## config.mk

```make
export PLATFORM = sky130hd
export DESIGN_NAME = multicycle_control
export DESIGN_NICKNAME = d
export VERILOG_FILES = /design/src/rtl/multicycle_control.sv
export SDC_FILE = /design/constraint.sdc
export NUM_CORES = 1
export LEC_CHECK = 0
export ABC_AREA = 1
export CAP_MARGIN = 20
export CELL_PAD_IN_SITES_DETAIL_PLACEMENT = 1
export CELL_PAD_IN_SITES_GLOBAL_PLACEMENT = 1
export CORE_AREA = 2 2 115 106
export DETAILED_ROUTE_END_ITERATION = 8
export DIE_AREA = 0 0 117 108
export PLACE_DENSITY_LB_ADDON = 0.15
export SLEW_MARGIN = 20
export SYNTH_ARGS = -nofsm -noshare
export SYNTH_HDL_FRONTEND = slang
export SYNTH_SLANG_ARGS = --single-unit
```

## constraint.sdc

```tcl
create_clock -name clk -period 6.1 [get_ports clk]
set_input_delay 1.83 -clock clk [delete_from_list [all_inputs] [get_ports clk]]
set_output_delay 1.83 -clock clk [all_outputs]
set_load 0.03 [all_outputs]
```

## src/rtl/multicycle_control.sv

```systemverilog
// multicycle_control
//   Multi-cycle control unit for the xgriscv core. Each instruction walks
//   FETCH -> DECODE -> EXEC -> (MEM) -> (WB) -> FETCH, with ready/req
//   handshakes toward instruction and data memory. Unknown opcodes park the
//   FSM in TRAP until reset. aluop and wb_sel keep the single-cycle encodings
//   so the datapath muxes are shared with the single-cycle core.
//
// Ports
//   clk, reset         rising-edge clock, synchronous active-high reset
//   opcode             IR[6:0], looked at only in DECODE
//   imem_ready         instruction word valid (FETCH only)
//   dmem_ready         data access complete (MEM only)
//   branch_taken       ALU compare result (EXEC only)
//   imem_req, ir_write instruction fetch request / IR load
//   dmem_req, mem_we   data request / store enable
//   alu_src, aluop     ALU operand select / ALU decoder class
//   reg_write, wb_sel  register write strobe / writeback source
//   pc_write, pc_src   PC update strobe / PC source select
//   instr_retired      one-cycle pulse per completed instruction
//   illegal_instr      sticky trap flag
//   state              current FSM state (debug)
//   cycle_count        cycles since reset
//   instret_count      retired instructions since reset

module multicycle_control #(
  parameter int ALUOP_W = 2,
  parameter int WBSEL_W = 3,
  parameter int CNT_W   = 32
) (
  input  logic               clk,
  input  logic               reset,
  input  logic [6:0]         opcode,
  input  logic               imem_ready,
  input  logic               dmem_ready,
  input  logic               branch_taken,
  output logic               imem_req,
  output logic               ir_write,
  output logic               dmem_req,
  output logic               mem_we,
  output logic               alu_src,
  output logic [ALUOP_W-1:0] aluop,
  output logic               reg_write,
  output logic [WBSEL_W-1:0] wb_sel,
  output logic               pc_write,
  output logic [1:0]         pc_src,
  output logic               instr_retired,
  output logic               illegal_instr,
  output logic [2:0]         state,
  output logic [CNT_W-1:0]   cycle_count,
  output logic [CNT_W-1:0]   instret_count
);

  typedef enum logic [2:0] {
    FETCH  = 3'd0,
    DECODE = 3'd1,
    EXEC   = 3'd2,
    MEM    = 3'd3,
    WB     = 3'd4,
    TRAP   = 3'd5
  } state_t;

  typedef enum logic [3:0] {
    CL_R      = 4'd0,
    CL_LOAD   = 4'd1,
    CL_STORE  = 4'd2,
    CL_BRANCH = 4'd3,
    CL_OPIMM  = 4'd4,
    CL_JALR   = 4'd5,
    CL_JAL    = 4'd6,
    CL_LUI    = 4'd7,
    CL_AUIPC  = 4'd8
  } iclass_t;

  state_t      state_q, state_d;
  iclass_t     class_q, class_d, dec_class;
  logic        dec_legal;
  logic        cls_alu_src;
  logic [1:0]  cls_aluop;
  logic [1:0]  aluop_c;
  logic [2:0]  wb_sel_c;

  // Opcode classifier, only consulted while in DECODE.
  always_comb begin
    dec_class = CL_R;
    dec_legal = 1'b1;
    case (opcode)
      7'b0110011: dec_class = CL_R;
      7'b0000011: dec_class = CL_LOAD;
      7'b0100011: dec_class = CL_STORE;
      7'b1100011: dec_class = CL_BRANCH;
      7'b0010011: dec_class = CL_OPIMM;
      7'b1100111: dec_class = CL_JALR;
      7'b1101111: dec_class = CL_JAL;
      7'b0110111: dec_class = CL_LUI;
      7'b0010111: dec_class = CL_AUIPC;
      default:    dec_legal = 1'b0;
    endcase
  end

  // ALU operand select and decoder class for the latched instruction.
  // MEM reuses these so the address computation stays stable during waits.
  always_comb begin
    cls_alu_src = 1'b0;
    cls_aluop   = 2'b00;
    case (class_q)
      CL_R:                              cls_aluop   = 2'b10;
      CL_OPIMM: begin
        cls_alu_src = 1'b1;
        cls_aluop   = 2'b11;
      end
      CL_BRANCH:                         cls_aluop   = 2'b01;
      CL_LOAD, CL_STORE, CL_JALR, CL_JAL: cls_alu_src = 1'b1;
      default: ;
    endcase
  end

  // Next-state and output decode.
  always_comb begin
    state_d       = state_q;
    class_d       = class_q;
    imem_req      = 1'b0;
    ir_write      = 1'b0;
    dmem_req      = 1'b0;
    mem_we        = 1'b0;
    alu_src       = 1'b0;
    aluop_c       = 2'b00;
    reg_write     = 1'b0;
    wb_sel_c      = 3'b000;
    pc_write      = 1'b0;
    pc_src        = 2'b00;
    instr_retired = 1'b0;

    case (state_q)
      FETCH: begin
        imem_req = 1'b1;
        if (imem_ready) begin
          ir_write = 1'b1;
          state_d  = DECODE;
        end
      end
      DECODE: begin
        if (dec_legal) begin
          class_d = dec_class;
          state_d = EXEC;
        end else begin
          state_d = TRAP;
        end
      end
      EXEC: begin
        alu_src = cls_alu_src;
        aluop_c = cls_aluop;
        case (class_q)
          CL_BRANCH: begin
            pc_write      = 1'b1;
            pc_src        = branch_taken ? 2'b01 : 2'b00;
            instr_retired = 1'b1;
            state_d       = FETCH;
          end
          CL_LOAD, CL_STORE: state_d = MEM;
          default:           state_d = WB;
        endcase
      end
      MEM: begin
        dmem_req = 1'b1;
        mem_we   = (class_q == CL_STORE);
        alu_src  = cls_alu_src;
        aluop_c  = cls_aluop;
        if (dmem_ready) begin
          if (class_q == CL_STORE) begin
            pc_write      = 1'b1;
            instr_retired = 1'b1;
            state_d       = FETCH;
          end else begin
            state_d = WB;
          end
        end
      end
      WB: begin
        reg_write     = 1'b1;
        pc_write      = 1'b1;
        instr_retired = 1'b1;
        state_d       = FETCH;
        case (class_q)
          CL_R, CL_OPIMM:  wb_sel_c = 3'b001;
          CL_LOAD:         wb_sel_c = 3'b011;
          CL_JAL: begin
            wb_sel_c = 3'b010;
            pc_src   = 2'b10;
          end
          CL_JALR: begin
            wb_sel_c = 3'b010;
            pc_src   = 2'b11;
          end
          CL_LUI:          wb_sel_c = 3'b110;
          CL_AUIPC:        wb_sel_c = 3'b111;
          default: ;
        endcase
      end
      TRAP:    state_d = TRAP;
      default: state_d = FETCH;
    endcase

    // Outputs are decoded from the registered state, so without this gate a
    // reset arriving mid-handshake would still show the old requests.
    if (reset) begin
      imem_req      = 1'b0;
      ir_write      = 1'b0;
      dmem_req      = 1'b0;
      mem_we        = 1'b0;
      alu_src       = 1'b0;
      aluop_c       = 2'b00;
      reg_write     = 1'b0;
      wb_sel_c      = 3'b000;
      pc_write      = 1'b0;
      pc_src        = 2'b00;
      instr_retired = 1'b0;
    end
  end

  assign aluop  = ALUOP_W'(aluop_c);
  assign wb_sel = WBSEL_W'(wb_sel_c);
  assign state  = state_q;

  // State, class, trap flag and free-running counters.
  always_ff @(posedge clk) begin
    if (reset) begin
      state_q       <= FETCH;
      class_q       <= CL_R;
      illegal_instr <= 1'b0;
      cycle_count   <= '0;
      instret_count <= '0;
    end else begin
      state_q     <= state_d;
      class_q     <= class_d;
      cycle_count <= cycle_count + CNT_W'(1);
      if (state_d == TRAP) begin
        illegal_instr <= 1'b1;
      end
      if (instr_retired) begin
        instret_count <= instret_count + CNT_W'(1);
      end
    end
  end

endmodule
```

==> flow_metrics.env, run 1 <==
export IMPL_outcome="finished clean"
export IMPL_grt_max_degree=35
export IMPL_die_w_um=117
export IMPL_fp_row_count=37
export IMPL_max_freq_mhz=190
export IMPL_hold_path_class="reg2reg"
export IMPL_cts_resized_gates=0
export IMPL_p_total_uw=1140
export IMPL_ys_seq_area_frac=0.341
export IMPL_fin_util=0.497
export IMPL_p_leak_uw=0.00195
export IMPL_grt_pass1_vias=4651
export IMPL_final_setup_tns_ns=0
export IMPL_ys_types=36
export IMPL_slew_violations=0
export IMPL_ff_latch_area_um2=1440
export IMPL_port_buffers=94
export IMPL_cts_clk_slew_worst_paths_ns=0.05
export IMPL_layout_commonest_cell="nand2_1"
export IMPL_routedWlPerCell_um=15.1
export IMPL_maxCapViolCount=0
export IMPL_nFillCells=1477
export IMPL_post_route_drc_count=0
export IMPL_initial_core_util=0.372
export IMPL_htreeDepth=3
export IMPL_fin_worst_skew_ns=0.00471
export IMPL_syn_num_nets=685
export IMPL_cp_data_required_time_ns=4.27
export IMPL_track_usage=0.233
export IMPL_crit_arrival_ns=3.44
export IMPL_vdd_drop_max_uv=123
export IMPL_die_h_um=108
export IMPL_worstMarginPinSlew_ns=0.608
export IMPL_netlist_area_um2=4220
export IMPL_cts_sinks=72
export IMPL_drive_gt1_frac=0.0582
export IMPL_cts_tree="done"
export IMPL_vias=4660
export IMPL_first_iter_violations=227
export IMPL_n_antenna_cell=0
export IMPL_reg2reg_depth=7
export IMPL_path_class="in2out"
export IMPL_hpwl_um=11100
export IMPL_fin_nets=782
export IMPL_totalWireLength_um=14100
export IMPL_mostFrequentLayoutCells="nand2_1 (182), nor2_1 (105), clkdlybuf4s50_1 (93)"
export IMPL_multi_input_area_um2=2420
export IMPL_antenna_found_initial=0
export IMPL_synth_seq_cells=72
export IMPL_ys_warn_count=0
export IMPL_io_pins=95
export IMPL_path_max_fanout=10
export IMPL_dr_pass1_iters=5
export IMPL_critPathCaptureType="output port"
export IMPL_clk_latency_ns=0.33
export IMPL_grt_pass1_wl_um=23200
export IMPL_gr_total_overflow=0
export IMPL_die_area_um2=12600
export IMPL_post_cts_setup_buffers=0
export IMPL_avgSynthCellArea_um2=6.30
export IMPL_finalWeightedCongestion=0.934
export IMPL_hold_viol=0
export IMPL_rsz0062_at_grt="false"
export IMPL_syn_inst=671
export IMPL_p_per_area_nw_per_um2=202
export IMPL_core_area_um2=11300
export IMPL_clockRootBuffer="clkbuf_16"
export IMPL_holdBufCountCts=0
export IMPL_vias_per_cell=5.02
export IMPL_numCtsBuffers=9
export IMPL_period_share=0.864
export IMPL_min_path_cells=2
export IMPL_setup_violations=0
export IMPL_slew_headroom=0.592
export IMPL_clockBufferDepth=2
export IMPL_ant_nets=0
export IMPL_period_minus_slack_ns=5.27
export IMPL_worst_setup_path_start_kind="input port"
export IMPL_syn2layout_area_growth_pct=33.5
[registers in the layout, summed over array words and instances (netlist names)]
| signal | flops |
|---|---|
| class_q | 4 |
| cycle_count | 32 |
| instret_count | 32 |
| illegal_instr | 1 |
| state | 3 |
[metal layers]
metal,part of all wire,vias up,track usage,wire length [µm]
met5,0,-,0,0
met4,0.014,0,0.0647,201
met3,0.054,15,0.0538,763
met2,0.44,116,0.351,6210
met1,0.49,2182,0.334,6890
li1,-,2347,-,-
[cells in the mapped netlist, drive strengths merged]
cell / n / share of area
a211oi: 1 / 0.0018
o21ai: 18 / 0.021
dfxtp: 72 / 0.34
a31oi: 1 / 0.0015
inv: 76 / 0.068
buf: 6 / 0.010
clkinv: 1 / 0.0012
clkbuf: 7 / 0.0062
nor4: 2 / 0.0030
nand3b: 2 / 0.0036
xnor2: 9 / 0.019
nor3: 36 / 0.046
a21oi: 64 / 0.076
or2: 8 / 0.012
nand3: 27 / 0.034
ha: 2 / 0.0059
nand4: 19 / 0.028
nor2: 112 / 0.11
nor3b: 1 / 0.0018
o21a: 1 / 0.0018
nand2: 187 / 0.17
o221ai: 1 / 0.0021
xor2: 17 / 0.035
o21bai: 1 / 0.0018
[critical path: stages]
cell	delay, ns
clkdlybuf4s50_1	0.50
nand3_1	0.14
nand2_4	0.18
nand2_4	0.06
clkinv_2	0.07
clkdlybuf4s50_1	0.66
[power breakdown]
group	leakage, µW	switching, µW	total (µW)	internal (µW)
clock	0.000154	196	565	369
combinational	0.00122	60.7	93.2	32.5
sequential	0.000581	7.11	483	476
[cells by family after synthesis]
| group | after synthesis | share of synthesized area |
|---|---|---|
| and+or+nand+nor | 394 | 0.408 |
| adders and majority gates | 2 | 0.00592 |
| buffers and inverters | 90 | 0.0853 |
| xor gates and xnor gates | 26 | 0.0539 |
| DFF | 72 | 0.341 |
| AOI/OAI and AO/OA | 87 | 0.106 |
[path summary, 6_finish.rpt]
path / slack (ns) / to / start
setup / recovery: 0.83 / pc_write / dmem_ready
hold / removal: 0.48 / cycle_count[31] / cycle_count[31]
setup reg to reg: 4.07 / instret_count[30] / instret_count[1]
hold reg to reg: 0.48 / cycle_count[31] / cycle_count[31]
[layout make-up]
class | count | share of cell area
clock buffer | 13 | 0.0444
clock inverter | 3 | 0.0115
inverter | 77 | 0.0515
multi-input combinational | 509 | 0.430
sequential | 72 | 0.256
tap | 156 | 0.0346
timing repair buffer | 99 | 0.173
[through the flow]
step / instance area, µm² / hold slack [ns] / setup WS [ns] / cells
2_1_floorplan: 4220 / 0.491 / 0.981 / 671
3_3_place_gp: 5320 / 0.461 / 0.832 / 913
3_5_place_dp: 5320 / 0.480 / 0.818 / 913
4_1_cts: 5640 / 0.489 / 0.815 / 929
5_1_grt: 5640 / 0.528 / 0.734 / 929
6_report: 5640 / 0.480 / 0.830 / 929
No activity file was read; power rests on OpenSTA's default activity.
==> run 2: changes to the inputs <==
--- a/config.mk
+++ b/config.mk
@@ -9,9 +9,9 @@
 export CAP_MARGIN = 20
 export CELL_PAD_IN_SITES_DETAIL_PLACEMENT = 1
 export CELL_PAD_IN_SITES_GLOBAL_PLACEMENT = 1
-export CORE_AREA = 2 2 115 106
+export CORE_AREA = 2 2 109 111
 export DETAILED_ROUTE_END_ITERATION = 8
-export DIE_AREA = 0 0 117 108
+export DIE_AREA = 0 0 111 113
 export PLACE_DENSITY_LB_ADDON = 0.15
 export SLEW_MARGIN = 20
 export SYNTH_ARGS = -nofsm -noshare
==> flow_metrics.env, run 2 (synthesis results as in run 1) <==
export IMPL_outcome="finished clean"
export IMPL_intPower_uw=847
export IMPL_min_path_cells=2
export IMPL_slew_violations=0
export IMPL_top_layer="met4"
export IMPL_comb_power_share=0.082
export IMPL_critPathCaptureType="output port"
export IMPL_worstMarginPinSlew_ns=0.571
export IMPL_hold_path_class="reg2reg"
export IMPL_largestRegisters="cycle_count x32, instret_count x32, class_q x4"
export IMPL_r2r_start="cycle_count[0]"
export IMPL_fp_row_count=39
export IMPL_htreeDepth=3
export IMPL_met1_length_um=6320
export IMPL_worst_setup_path_start_kind="input port"
export IMPL_totalWireLength_um=13900
export IMPL_period_minus_slack_ns=5.42
export IMPL_vias=4721
export IMPL_slowest_delay_ns=0.66
export IMPL_nFillCells=1518
export IMPL_die_w_um=111
export IMPL_n_antenna_cell=0
export IMPL_mostFrequentLayoutCells="nand2_1 (182), nor2_1 (105), clkdlybuf4s50_1 (93)"
export IMPL_syn2layout_area_growth_pct=32.6
export IMPL_holdBufCountCts=0
export IMPL_io_pins=95
export IMPL_post_route_drc_count=0
export IMPL_initial_core_util=0.375
export IMPL_cp_num_buf_inv=3
export IMPL_cts_sinks=72
export IMPL_cts_tree="done"
export IMPL_reg2reg_setup_slack_ns=4.07
export IMPL_grt_pass1_vias=4888
export IMPL_dr_pass1_iters=4
export IMPL_min_to="cycle_count[31]"
export IMPL_die_h_um=113
export IMPL_cts_resized_gates=0
export IMPL_power_frac_seq=0.432
export IMPL_ant_nets=0
export IMPL_layout_commonest_cell="nand2_1"
export IMPL_reg2reg_depth=8
export IMPL_vias_per_cell=5.17
export IMPL_max_freq_mhz=185
export IMPL_track_usage=0.226
export IMPL_r2r_end="cycle_count[22]"
export IMPL_post_cts_setup_buffers=0
export IMPL_p_per_area_nw_per_um2=200
export IMPL_fin_util=0.497
export IMPL_pwr_share_clk=0.486
export IMPL_path_class="in2out"
export IMPL_numCtsBuffers=9
export IMPL_maxCapViolCount=0
export IMPL_fin_worst_skew_ns=0.0113
export IMPL_wl_met3_um=641
export IMPL_ff_latch_area_um2=1440
export IMPL_place_area_um2=5290
export IMPL_critPathSlowestCell="clkdlybuf4s50_1"
export IMPL_p_leak_uw=0.00194
export IMPL_crit_arrival_ns=3.59
export IMPL_dp_slack_ns=0.661
export IMPL_die_area_um2=12500
export IMPL_core_area_um2=11300
export IMPL_rsz0062_at_grt="false"
export IMPL_cpLargestDelayFamily="buffers and inverters"
export IMPL_clockRootBuffer="clkbuf_16"
export IMPL_clockBufferDepth=2
export IMPL_antenna_found_initial=0
export IMPL_routedWlPerCell_um=15.2
export IMPL_slew_headroom=0.616
export IMPL_p_sw_frac=0.242
export IMPL_path_max_fanout=22
export IMPL_vdd_drop_max_uv=126
export IMPL_finalWorstSetupSlack_ns=0.682
export IMPL_period_share=0.888
export IMPL_drive_gt1_frac=0.0584
export IMPL_gr_total_overflow=0
export IMPL_finalWeightedCongestion=0.945
export IMPL_multi_input_area_um2=2420
export IMPL_grt_pass1_wl_um=23500
export IMPL_cts_clk_slew_worst_paths_ns=0.06
export IMPL_setup_violations=0
export IMPL_port_buffers=94
export IMPL_crit_chain="clkdlybuf4s50_1 -> nand3_1 -> nand2_4 -> nand2_4 -> clkinv_2 -> clkdlybuf4s50_1"
export IMPL_cp_data_required_time_ns=4.27
export IMPL_grt_max_degree=39
export IMPL_hpwl_um=10900
export IMPL_dr_wl_met2_um=6670
export IMPL_fin_nets=780
export IMPL_p_total_uw=1120
export IMPL_first_iter_violations=260
export IMPL_hold_viol=0
export IMPL_fin_area_um2=5600
export IMPL_clk_latency_ns=0.33
export IMPL_final_setup_tns_ns=0
export IMPL_p_sw_uw=270
export IMPL_hold_path_startpoint="cycle_count[31]"
## run 2: cell type report
| type | count | share of cell area |
|---|---|---|
| clock buffers | 12 | 0.0458 |
| clock inverters | 4 | 0.00938 |
| inverters | 77 | 0.0518 |
| multi-input cells | 509 | 0.433 |
| flip-flops and latches | 72 | 0.257 |
| well taps | 143 | 0.0319 |
| repair buffers | 97 | 0.171 |
## run 2: stage by stage
stage / hold WS (ns) / std cells
final: 0.484 / 914
after global routing: 0.508 / 914
after CTS: 0.486 / 914
after detailed placement: 0.476 / 898
after global placement: 0.465 / 898
after floorplan: 0.491 / 671
## run 2: layer usage
metal,vias up,GRT usage
met5,-,0
met4,0,0.0850
met3,23,0.0391
met2,104,0.393
met1,2238,0.282
li1,2356,-
## run 2: tightest hold or removal path, cell delays in order, from the launching register on
cell	delay, ns
dfxtp_1	0.32
nand2_1	0.06
a21oi_1	0.05
## run 2: worst max path at each step
stage | start | to | slack, ns | depth (start not counted)
floorplan | reset | pc_src[1] | 0.98 | 4
global placement | dmem_ready | instr_retired | 0.69 | 6
detailed placement | dmem_ready | instr_retired | 0.66 | 6
CTS | dmem_ready | instr_retired | 0.67 | 6
global route | dmem_ready | instr_retired | 0.57 | 6
finish | dmem_ready | instr_retired | 0.68 | 6
## run 2: power groups by stage
stage	registers, µW	logic [µW]	clock network [µW]
after detailed placement	493	92.0	0
final	483	91.8	543
after CTS	483	92.7	557
after floorplan	501	46.9	0
after global placement	493	89.7	0
after global routing	483	102	578
